File: src/rtl/spi_adc_deframer.sv
// ---------------------------------------------------------------------------
// spi_adc_deframer
//
// Takes raw 32-bit words from an SPI master and extracts an ADC sample from
// each one. The sample is sign- or zero-extended, an offset is added, and the
// word is tagged with its channel index within the conversion frame. Results
// go through a small first-word-fall-through buffer to an AXI-stream master
// port. The SPI side cannot be stalled. When a word arrives and the buffer is
// full, the word is dropped and a sticky overflow flag is set.
//
// Ports
//   clock           system clock
//   reset           asynchronous, active-high reset
//   spi_data_in     raw word from the SPI master
//   spi_data_valid  single-cycle strobe qualifying spi_data_in
//   frame_start     conversion-start pulse; realigns the channel counter to 0
//   cfg_shift       logical right shift applied to the raw word
//   cfg_signed      1 = sign-extend the sample, 0 = zero-extend
//   cfg_offset      signed offset added to the extended sample
//   clear_overflow  clears the sticky overflow flag
//   m_tdata         processed sample
//   m_tdest         channel index of the sample
//   m_tlast         high on the last channel of a frame
//   m_tvalid        AXI-stream valid
//   m_tready        AXI-stream ready
//   overflow        sticky flag: a word was dropped because the buffer was full
// ---------------------------------------------------------------------------
module spi_adc_deframer #(
   parameter int SAMPLE_WIDTH = 16,
   parameter int N_CHANNELS   = 4,
   parameter int FIFO_DEPTH   = 4
) (
   input  logic        clock,
   input  logic        reset,
   input  logic [31:0] spi_data_in,
   input  logic        spi_data_valid,
   input  logic        frame_start,
   input  logic [4:0]  cfg_shift,
   input  logic        cfg_signed,
   input  logic [15:0] cfg_offset,
   input  logic        clear_overflow,
   output logic [31:0] m_tdata,
   output logic [7:0]  m_tdest,
   output logic        m_tlast,
   output logic        m_tvalid,
   input  logic        m_tready,
   output logic        overflow
);

   localparam int PTR_W = $clog2(FIFO_DEPTH);
   localparam int CNT_W = PTR_W + 1;
   localparam logic [CNT_W-1:0] DEPTH_CNT   = CNT_W'(FIFO_DEPTH);
   localparam logic [7:0]       LAST_CH     = 8'(N_CHANNELS - 1);
   // Ones in the low SAMPLE_WIDTH bits. This form also works when
   // SAMPLE_WIDTH is 32, where a zero-width replication would be illegal.
   localparam logic [31:0]      SAMPLE_MASK = 32'hFFFF_FFFF >> (32 - SAMPLE_WIDTH);

   typedef struct packed {
      logic [31:0] data;
      logic [7:0]  dest;
      logic        last;
   } entry_t;

   // ---------------- extraction and channel tagging ----------------
   logic [31:0] raw;
   logic [31:0] ext_sample;
   logic [31:0] result;
   logic [7:0]  chan_cnt;
   logic [7:0]  tag;
   logic [7:0]  tag_next;

   // NOTE: every signal assigned in always_comb gets a value on every path;
   // otherwise a latch is inferred.
   always_comb begin
      raw = spi_data_in >> cfg_shift;
      if (cfg_signed && raw[SAMPLE_WIDTH-1])
         ext_sample = raw | ~SAMPLE_MASK;
      else
         ext_sample = raw & SAMPLE_MASK;
      result = ext_sample + {{16{cfg_offset[15]}}, cfg_offset};
      // frame_start in the same cycle as a word tags that word as channel 0.
      tag      = frame_start ? 8'd0 : chan_cnt;
      tag_next = (tag == LAST_CH) ? 8'd0 : tag + 8'd1;
   end

   // NOTE: sequential state uses non-blocking assignments so that every
   // register samples values from before the edge, regardless of block order.
   always_ff @(posedge clock or posedge reset) begin
      if (reset)
         chan_cnt <= '0;
      else if (spi_data_valid)
         chan_cnt <= tag_next;      // advances even if the word is later dropped
      else if (frame_start)
         chan_cnt <= '0;
   end

   // ---------------- processing stage register ----------------
   logic   stg_valid;
   entry_t stg;

   always_ff @(posedge clock or posedge reset) begin
      if (reset) begin
         stg_valid <= 1'b0;
         stg       <= '0;
      end else begin
         stg_valid <= spi_data_valid;
         if (spi_data_valid)
            stg <= '{data: result, dest: tag, last: (tag == LAST_CH)};
      end
   end

   // ---------------- output buffer ----------------
   // The buffer is a circular memory that feeds an output register.
   // FIFO_DEPTH counts the memory entries plus the output register. A word
   // written to the memory moves to the output register on the next edge.
   entry_t            mem [FIFO_DEPTH];
   logic [PTR_W-1:0]  wr_ptr;
   logic [PTR_W-1:0]  rd_ptr;
   logic [CNT_W-1:0]  mem_cnt;
   logic [CNT_W-1:0]  total;
   logic              out_valid;
   entry_t            out_q;
   logic              full;
   logic              rd;
   logic              wr;
   logic              load;
   logic              drop;

   assign total = mem_cnt + CNT_W'(out_valid);
   assign full  = (total == DEPTH_CNT);
   assign rd    = out_valid & m_tready;
   // Reading in the same cycle frees a slot, so a write at full succeeds.
   assign wr    = stg_valid & (~full | rd);
   assign drop  = stg_valid & full & ~rd;
   assign load  = (~out_valid | rd) & (mem_cnt != '0);

   // NOTE: the storage array is not reset. Occupancy is tracked by the
   // pointers and count, and an entry is never read before it is written.
   always_ff @(posedge clock) begin
      if (wr)
         mem[wr_ptr] <= stg;
   end

   always_ff @(posedge clock or posedge reset) begin
      if (reset) begin
         wr_ptr    <= '0;
         rd_ptr    <= '0;
         mem_cnt   <= '0;
         out_valid <= 1'b0;
         out_q     <= '0;
      end else begin
         if (wr)
            wr_ptr <= wr_ptr + PTR_W'(1);
         if (load)
            rd_ptr <= rd_ptr + PTR_W'(1);
         mem_cnt <= mem_cnt + CNT_W'(wr) - CNT_W'(load);
         if (load) begin
            out_valid <= 1'b1;
            out_q     <= mem[rd_ptr];
         end else if (rd) begin
            out_valid <= 1'b0;
         end
      end
   end

   // A drop in the same cycle as clear_overflow leaves the flag set.
   always_ff @(posedge clock or posedge reset) begin
      if (reset)
         overflow <= 1'b0;
      else if (drop)
         overflow <= 1'b1;
      else if (clear_overflow)
         overflow <= 1'b0;
   end

   assign m_tvalid = out_valid;
   assign m_tdata  = out_q.data;
   assign m_tdest  = out_q.dest;
   assign m_tlast  = out_q.last;

endmodule

File: config.mk
export PLATFORM = sky130hd
export DESIGN_NAME = spi_adc_deframer
export DESIGN_NICKNAME = d
export VERILOG_FILES = /design/src/rtl/spi_adc_deframer.sv
export SDC_FILE = /design/constraint.sdc
export NUM_CORES = 1
export LEC_CHECK = 0
export BUFFER_PORTS_ARGS = -buffer_cell sky130_fd_sc_hd__buf_2
export CAP_MARGIN = 20
export CORE_MARGIN = 3
export CORE_UTILIZATION = 30
export CTS_CLUSTER_DIAMETER = 80
export DETAILED_ROUTE_END_ITERATION = 6
export PLACE_DENSITY = 0.53
export REMOVE_ABC_BUFFERS = 1
export SLEW_MARGIN = 10
export SYNTH_ARGS = -nofsm -noshare
export SYNTH_HDL_FRONTEND = slang
export SYNTH_SLANG_ARGS = --single-unit
File: constraint.sdc
create_clock -name clock -period 4.6 [get_ports clock]
set_input_delay 0.46 -clock clock [delete_from_list [all_inputs] [get_ports clock]]
set_output_delay 0.46 -clock clock [all_outputs]
set_load 0.1 [all_outputs]
==> results.yml <==
setup_path:
  regToRegEndpoint: "mem_cnt[2]$_DFF_PP0_"
  rrSetupSlack_ns: 1.63
  start_kind: "primary input"
  reg2reg_from: "m_tvalid$_DFFE_PP0P_"
  ff2ff_path_depth: 14
  critPathKind: "primary input to flip-flop"
  required_ns: 4.97
  cp_max_fo: 28
  arrival_ns: 4.08
  worst_setup_path_end_kind: "flip-flop"
power:
  powerDensity_nw_per_um2: 656
  ir_drop_mv: 0.264
  power_leakage_nw: 5.26
yosys:
  synth_seq_cells: 264
  async_flop_share: 0.379
  yosysUniqueCellTypes: 56
  ys_seq_area_frac: 0.620
  synthFlopType: "edfxtp_1"
  syn_area_sq_um: 12000
  synth-edff-count: 164
  avgSynthCellArea_sq_um: 15.4
  yosys_warnings: 0
  syn_inst: 778
global_routing:
  grt_max_degree: 47
  grt_use_total: 0.120
  grt_pass1_wl_um: 40100
  grt_remaining_overflow: 0
  first_global_vias: 6972
  grt_antenna_before_repair: 10
sta:
  slew-limit-headroom: 0.338
  fmax_mhz: 269
  skew_ns: 0.00949
  fin_crit_ns: 3.71
  tightest_slew_ns: 0.992
  setup_violations: 0
  drv_slew: 0
  rsz0062_at_grt: "false"
  period_share: 0.807
  setup_tns_ns: 0
  hold_viol: 0
detailed_routing:
  finalWirelength_um: 25100
  ant_nets: 0
  num_vias: 6798
  dr.first_iter.drc_count: 356
  drt_first_pass_iters: 5
  drc: 0
  post_drt_wl_per_cell_um: 17.7
  avgViaCountPerCell: 4.78
die:
  coreArea_sq_um: 39000
  ios: 103
  num_rows: 72
  die-area_sq_um: 42400
  fp.dieH_um: 206
  die_w_um: 206
  initial_core_util: 0.307
layout:
  multi_input_area_sq_um: 4260
  n_fill_cell: 3795
  final_common_cell: "edfxtp_1"
  final_cells: 1421
  num-nets-final: 971
  final_cell_mix: "edfxtp_1, buf_2, dfrtp_1"
  seqCellArea_sq_um: 7430
  n_antenna_cell: 0
  layout-drive-gt1-share: 0.303
  area_delta_synth_final_pct: 15.8
clocking:
  cts_buffer_depth: 3
  clock_latency_ns: 0.52
  cts.root.buffer_cell: "clkbuf_16"
  cts-resized-gates: 0
  htree_levels: 1
  post-cts-setup-buffers: 0
  clkSinkCount: 264
  clk_pin_slew_ns: 0.06
  tritoncts: "done"
  cts_hold_buf: 1
  numCtsBuffers: 26
place:
  hpwlAfterDp_um: 16900
  place_congestion: 0.845
  dpl.cell_count: 1372
  portBuffers: 102
worst_hold_path:
  worst_hold_path.endpoint: "overflow$_DFFE_PP0P_"
  hold_start: "clear_overflow"
  hold_class: "primary input to flip-flop"
  hold_path_depth: 2
run:
  drv_cap: 0
status:
  outcome: "finished clean"
-- cell type report --
class,instances,area share
clock inverters,9,0.00658
clock buffers,39,0.0527
inverters,24,0.00667
repair buffers,117,0.0451
well taps,518,0.0467
multi-input cells,450,0.307
flip-flops and latches,264,0.536
-- cell families (layout without fill, tap and decap cells) --
| logic type | Yosys count | in the layout | share of synthesized area |
|---|---|---|---|
| and+or+nand+nor | 125 | 125 | 0.0489 |
| xor gates and xnor gates | 17 | 17 | 0.0124 |
| adders and majority gates | 28 | 28 | 0.0305 |
| AOI/OAI and AO/OA | 130 | 130 | 0.0684 |
| buffers and inverters | 64 | 189 | 0.0258 |
| DFF | 264 | 264 | 0.620 |
| muxes | 150 | 150 | 0.194 |
-- critical path: stages --
cell     delay, ns
buf_2         0.50
mux4_1        0.67
mux2_2        0.29
o21ai_1       0.16
o22ai_1       0.13
ha_1          0.43
and3_1        0.23
nand2_1       0.07
a21oi_1       0.29
a21oi_2       0.15
o21ai_1       0.58
nor2_1        0.11
-- sequential cells by signal (all words and copies together), names as in the netlist --
signal and cells:
mem_cnt 3, m_tdest 8, stg 41, m_tvalid 1, overflow 1, m_tlast 1
mem 164, chan_cnt 8, m_tdata 32, wr_ptr 2, rd_ptr 2, stg_valid 1
-- power by group --
part           leakage (nW)  internal, mW  switching (mW)  total, mW
clock network         0.393          1.21           0.839       2.05
logic                  2.18          1.07            2.36       3.42
registers              2.69          3.28           0.354       3.64
-- metrics by stage --
stage | setup slack [ns] | hold slack (ns) | utilization | total power, mW | instance area [sq um]
floorplan | 0.980 | 0.471 | - | 6.36 | 11800
global placement | 0.306 | 0.463 | 0.334 | 7.15 | 13000
detailed placement | 0.279 | 0.462 | 0.334 | 7.20 | 13000
CTS | 0.834 | 0.115 | 0.356 | 9.26 | 13900
global route | 0.582 | 0.129 | 0.356 | 9.60 | 13900
finish | 0.887 | 0.143 | 0.356 | 9.11 | 13900
-- worst max path at each step --
stage                          from                    to  slack, ns  depth (start not counted)
6_report               cfg_shift[0]   stg[37]$_DFFE_PP0P_       0.89                         12
5_1_grt                cfg_shift[0]   stg[37]$_DFFE_PP0P_       0.58                         14
3_3_place_gp           cfg_shift[0]   stg[33]$_DFFE_PP0P_       0.31                         12
3_5_place_dp           cfg_shift[0]   stg[37]$_DFFE_PP0P_       0.28                         12
4_1_cts                cfg_shift[0]   stg[37]$_DFFE_PP0P_       0.83                         12
2_1_floorplan  m_tvalid$_DFFE_PP0P_  mem_cnt[2]$_DFF_PP0_       0.98                          8
-- layer usage --
metal | track usage | up-vias | wire (um)
li1 | - | 3219 | -
met1 | 0.165 | 3389 | 11600
met2 | 0.192 | 127 | 11500
met3 | 0.0294 | 47 | 1470
met4 | 0.0274 | 16 | 431
met5 | 0 | - | 100
-- Yosys cell counts, drive strengths merged, types with 7 or more instances --
library cell | n | area [sq um]
mux4 | 57 | 1310
mux2i | 30 | 300
o22ai | 10 | 62.6
nor2 | 49 | 184
xnor2 | 12 | 105
and3 | 11 | 68.8
o21ai | 35 | 179
a21oi | 41 | 213
dfrtp | 100 | 2500
buf | 20 | 144
ha | 26 | 325
mux2 | 63 | 709
nand2 | 28 | 105
inv | 24 | 90.1
clkbuf | 20 | 75.1
a211oi | 7 | 57.6
edfxtp | 164 | 4920
nor2b | 9 | 56.3
Power figures use the tool's default switching activity.
